--- config.mk ---
export PLATFORM = sky130hd
export DESIGN_NAME = operand_fetch
export DESIGN_NICKNAME = d
export VERILOG_FILES = /design/src/rtl/operand_fetch.sv
export SDC_FILE = /design/constraint.sdc
export NUM_CORES = 2
export LEC_CHECK = 0
export BUFFER_PORTS_ARGS = -buffer_cell sky130_fd_sc_hd__buf_2
export CORE_MARGIN = 5
export CORE_UTILIZATION = 50
export CTS_BUF_LIST = sky130_fd_sc_hd__clkbuf_4 sky130_fd_sc_hd__clkbuf_8
export DETAILED_ROUTE_END_ITERATION = 10
export GPL_ROUTABILITY_DRIVEN = 0
export HOLD_SLACK_MARGIN = 0.15
export PLACE_DENSITY = 0.66
export SLEW_MARGIN = 20
export SYNTH_ARGS = -nofsm -noshare
export SYNTH_HDL_FRONTEND = slang
export SYNTH_SLANG_ARGS = --single-unit
--- constraint.sdc ---
create_clock -name clk -period 9.34 [get_ports clk]
set_input_delay 2.335 -clock clk [delete_from_list [all_inputs] [get_ports clk]]
set_output_delay 2.335 -clock clk [all_outputs]
set_load 0.05 [all_outputs]
--- src/rtl/operand_fetch.sv ---
// Operand-fetch stage: 32x64 register file with write-back bypass, feeding a
// one-deep valid/ready output register toward the ALU with held-operand refresh.

module of_src_port #(
   parameter int XLEN = 64,
   parameter int IDXW = 5
) (
   input  logic            clk,
   input  logic            reset,
   input  logic            load,
   input  logic            hold,
   input  logic [IDXW-1:0] src_idx,
   input  logic [XLEN-1:0] rf_rdata,
   input  logic            wb_en,
   input  logic [IDXW-1:0] wb_idx,
   input  logic [XLEN-1:0] wb_data,
   output logic [XLEN-1:0] operand
);
   logic [IDXW-1:0] idx_q;
   logic [XLEN-1:0] fetch_val;

   // wb_en already excludes x0, so a bypass hit can never produce a nonzero x0
   always_comb begin
      fetch_val = rf_rdata;
      if (wb_en && (wb_idx == src_idx))
         fetch_val = wb_data;
      else if (src_idx == '0)
         fetch_val = '0;
   end

   always_ff @(posedge clk) begin
      if (reset) begin
         operand <= '0;
         idx_q   <= '0;
      end else if (load) begin
         operand <= fetch_val;
         idx_q   <= src_idx;
      end else if (hold && wb_en && (wb_idx == idx_q)) begin
         operand <= wb_data;
      end
   end
endmodule

module operand_fetch #(
   parameter int XLEN = 64,
   parameter int NREG = 32
) (
   input  logic                    clk,
   input  logic                    reset,
   input  logic                    in_valid,
   output logic                    in_ready,
   input  logic [$clog2(NREG)-1:0] Read_register_1,
   input  logic [$clog2(NREG)-1:0] Read_register_2,
   input  logic [3:0]              ALUOp_in,
   input  logic                    RegWrite,
   input  logic [$clog2(NREG)-1:0] Write_register,
   input  logic [XLEN-1:0]         Write_data,
   output logic                    out_valid,
   input  logic                    out_ready,
   output logic [3:0]              ALUOp,
   output logic [XLEN-1:0]         Read_data_1,
   output logic [XLEN-1:0]         Read_data_2
);
   localparam int IDXW   = $clog2(NREG);
   localparam int NPORTS = 2;

   typedef enum logic {EMPTY, FULL} state_t;

   state_t state_q, state_d;
   logic [XLEN-1:0] rf [NREG];
   logic wb_en, accept, drain, hold;
   logic [NPORTS-1:0][IDXW-1:0] src_idx;
   logic [NPORTS-1:0][XLEN-1:0] operand;

   assign wb_en     = RegWrite && (Write_register != '0);
   assign out_valid = (state_q == FULL);
   assign in_ready  = !out_valid || out_ready;
   assign accept    = in_valid && in_ready;
   assign drain     = out_valid && out_ready;
   assign hold      = out_valid && !out_ready;
   assign src_idx   = {Read_register_2, Read_register_1};

   always_ff @(posedge clk) begin
      if (reset) begin
         for (int i = 0; i < NREG; i++) rf[i] <= '0;
      end else if (wb_en) begin
         rf[Write_register] <= Write_data;
      end
   end

   always_ff @(posedge clk) begin
      if (reset) state_q <= EMPTY;
      else       state_q <= state_d;
   end

   always_comb begin
      state_d = state_q;
      case (state_q)
         EMPTY: if (accept) state_d = FULL;
         FULL:  if (drain && !accept) state_d = EMPTY;
         default: state_d = EMPTY;
      endcase
   end

   always_ff @(posedge clk) begin
      if (reset)       ALUOp <= '0;
      else if (accept) ALUOp <= ALUOp_in;
   end

   for (genvar p = 0; p < NPORTS; p++) begin : g_src
      of_src_port #(.XLEN(XLEN), .IDXW(IDXW)) u_port (
         .clk      (clk),
         .reset    (reset),
         .load     (accept),
         .hold     (hold),
         .src_idx  (src_idx[p]),
         .rf_rdata (rf[src_idx[p]]),
         .wb_en    (wb_en),
         .wb_idx   (Write_register),
         .wb_data  (Write_data),
         .operand  (operand[p])
      );
   end

   assign Read_data_1 = operand[0];
   assign Read_data_2 = operand[1];
endmodule
==> metrics <==
CP Capture Type=output port; Vias/cell=just under 7; Worst Hold Launch=ALUOp[0]$_SDFFE_PP0P_; Vias=75100; vias in the first global route=75300; Hold Violations, Final=0; length in cells of the worst reg-to-reg path=8; synthesized instance count=between 7000 and 8000; number of routed nets with antenna violations=0; status=finished, final reports clean; Die Ht=around 500 um; Worst-Skew Late Latency=roughly 1.1 ns; Final Util=0.551; clk sink count=2191; grt ovf=0; Worst EP required=about 7 ns; WHS Endpoint=ALUOp[0]$_SDFFE_PP0P_; share of cells above drive strength 1=0.285; PwrDens=between 150 and 200 nW/um2; HPWL after DPL=228 mm; category of the most critical setup path=in2out; Multi-input gate area=46300 um2; Max-Cap Viols=0; power share of the clock group=0.383; total negative slack=0 ns; synth unique cells=44; sequential fraction of the synthesis area=0.566; Least-Margin Pin Slew=about 1.3 ns; Design Area, Final=approximately 130000 um2; Routed Wire Length=407 mm; area of the core=approximately 230000 um2; Synth Register Bits=approximately 2200; final worst-path cycle share=0.597; Int Pwr=about 17000 uW; min Tclk post-route=approximately 5.6 ns; die area=between 200000 and 250000 um2; # IOs=about 220; Slew Limit Fails=0; slew margin rel.=0.138; internal reg-to-reg setup slack=around 5.5 ns; Starting Density=0.501; Rows=roughly 180; Comb power frac=0.123; TritonCTS buffer count=386; Critical R2R Capture=g_src[1].u_port.operand[4]$_SDFFE_PP0P_; syn avg cell area=roughly 15 um2; Post-CTS Setup Bufs=0; Synth Warn #=0; filler instances=about 18000; Post-CTS Resized=0; hold buffer count at CTS=0; PortBufs=221; first-pass GRT wire length=between 500 and 600 mm; maximum VDD drop=0.000187 V; drt first pass iters=6; clk slew on worst S/H paths=0.06 ns; Clock Skews=between 0.07 and 0.08 ns; Overall Global Routing Usage=0.338; initial antenna violation count=66; die width=just under 500 um; Max clock buf depth=4; f_max=about 180 MHz; register area=between 60000 and 70000 um2; nets=~7600; Min-Delay Path Depth=2; 1st-iter DRT viols=between 10000 and 15000; Pwr Total=approximately 24000 uW; Syn Std Cell Area=between 100000 and 150000 um2; unrepaired setup endpoints after global routing=no; largest net degree at the start of global routing=between 100 and 150; CP Launch Type=input pin; Placed Area=~120000 um2; leakage=approximately 0.043 uW; Critical Path AT=~3.2 ns; critical-path maximum fanout=8; clk root buf=clkbuf_8; Syn-to-layout area delta=10.1%; Seq pwr share=0.494; count of final setup violators=0; CTS tree=built; Psw=6210 uW; reg2reg start=out_valid$_SDFF_PP0_; sw frac=0.264; number of remaining DRC errors=0; WL per Instance=~37 um; worst min path class=reg2reg; H-tree depth=5; worst hold slack=~0.46 ns
## placed cells by master, fill, tap and decap left out, drive strengths merged, types with 3 or more instances in the layout
cell type	netlist	layout
a22oi	256	256
bufinv	0	4
o22ai	24	24
nor2b	29	29
dfxtp	143	143
a211oi	24	24
xnor2	10	10
a311oi	128	128
diode	0	46
edfxtp	2048	2048
nor2	164	164
mux2	128	128
clkinvlp	0	5
a32oi	128	128
buf	238	392
clkinv	0	88
conb	1	64
mux2i	104	104
and2	1987	1987
mux4	1000	1000
nand3b	5	5
o211ai	104	104
clkbuf	631	587
or2	31	31
a21oi	15	15
inv	1	3
nand3	8	8
nor3	28	28
nand2	265	265
a22o	24	24
xor2	10	10
nand2b	4	4
o21ai	24	24
## how the worst max path moves through the flow
stage / from / end / slack, ns / cells past startpoint
6_report: out_ready / in_ready / 3.76 / 3
5_1_grt: out_ready / in_ready / 3.75 / 3
4_1_cts: out_ready / in_ready / 3.77 / 3
3_5_place_dp: Write_register[4] / rf[28][17]$_SDFFCE_PN0P_ / 2.79 / 8
3_3_place_gp: Write_register[2] / rf[28][14]$_SDFFCE_PN0P_ / 2.87 / 8
2_1_floorplan: out_ready / in_ready / 4.29 / 2
## sequential cells by signal (all words and copies together), names as in the netlist
signal and cells:
rf 2048, g_src.u_port.operand 128, g_src.u_port.idx_q 10, ALUOp 4, out_valid 1
## layer usage
layer	vias to the layer above	part of all wire	track usage
li1	29300	-	-
met1	38900	0.35	0.445
met2	5857	0.46	0.512
met3	1171	0.13	0.0896
met4	14	0.060	0.196
met5	-	0.00023	0
## critical path, cell delays in order
cell and delay, ns:
buf_2 0.07, nand2b_1 0.46, buf_2 0.37
## layout make-up
type                       instances  share of cell area
antenna                           46            0.000920
clock buffer                     585              0.0568
clock inverter                    99             0.00437
inverter                           1           0.0000300
multi-input combinational       4578               0.371
sequential                      2191               0.515
tap                             3009              0.0301
timing repair buffer             394              0.0227
## power by group through the flow
stage               clock, uW  combinational (uW)  sequential (uW)
floorplan                   0                1720            11800
global placement            0                2820            11700
detailed placement          0                2840            11800
CTS                      9040                2840            11600
global route             9510                2980            11700
finish                   9010                2890            11600
## cells by family (layout without fill, tap and decap cells)
kind of cell           after synthesis  count (layout)  synth area share
other                                1             110         0.0000330
flip-flops                        2191            2191             0.566
multiplexers                      1232            1232             0.220
buffers and inverters              870            1079            0.0317
AO/OA/AOI/OAI                      735             735            0.0508
XOR/XNOR                            20              20           0.00154
AND/OR/NAND/NOR                   2527            2527             0.130
## metrics by stage
step	worst slack (ns)	instances
floorplan	4.29	7639
global placement	2.87	10200
detailed placement	2.79	10200
CTS	3.77	10900
global route	3.75	10900
finish	3.76	10900
## synthesized netlist by cell type (all sizes together)
master / count / area, um2
o22ai: 24 / 150
mux2i: 104 / 1040
a22oi: 256 / 1920
and2: 1987 / 12400
o211ai: 104 / 781
nand3: 8 / 40.0
o41ai: 2 / 17.5
inv: 1 / 3.75
nand2: 265 / 995
o31ai: 1 / 7.51
nor3: 28 / 150
mux2: 128 / 1440
nor2b: 29 / 181
o31a: 1 / 8.76
o21ai: 24 / 120
nand3b: 5 / 37.5
clkbuf: 631 / 2370
buf: 238 / 1230
nor2: 164 / 616
a31oi: 2 / 42.5
or4: 1 / 7.51
conb: 1 / 3.75
a21oi: 15 / 75.1
a32oi: 128 / 1120
mux4: 1000 / 22500
a31o: 2 / 17.5
dfxtp: 143 / 2860
xor2: 10 / 87.6
edfxtp: 2048 / 61500
or2: 31 / 194
a311oi: 128 / 1120
or3: 1 / 11.3
xnor2: 10 / 87.6
or3b: 2 / 17.5
a22o: 24 / 210
a211oi: 24 / 180
nand2b: 4 / 25.0
nor4: 2 / 12.5
(Power assumes the default switching activity.)
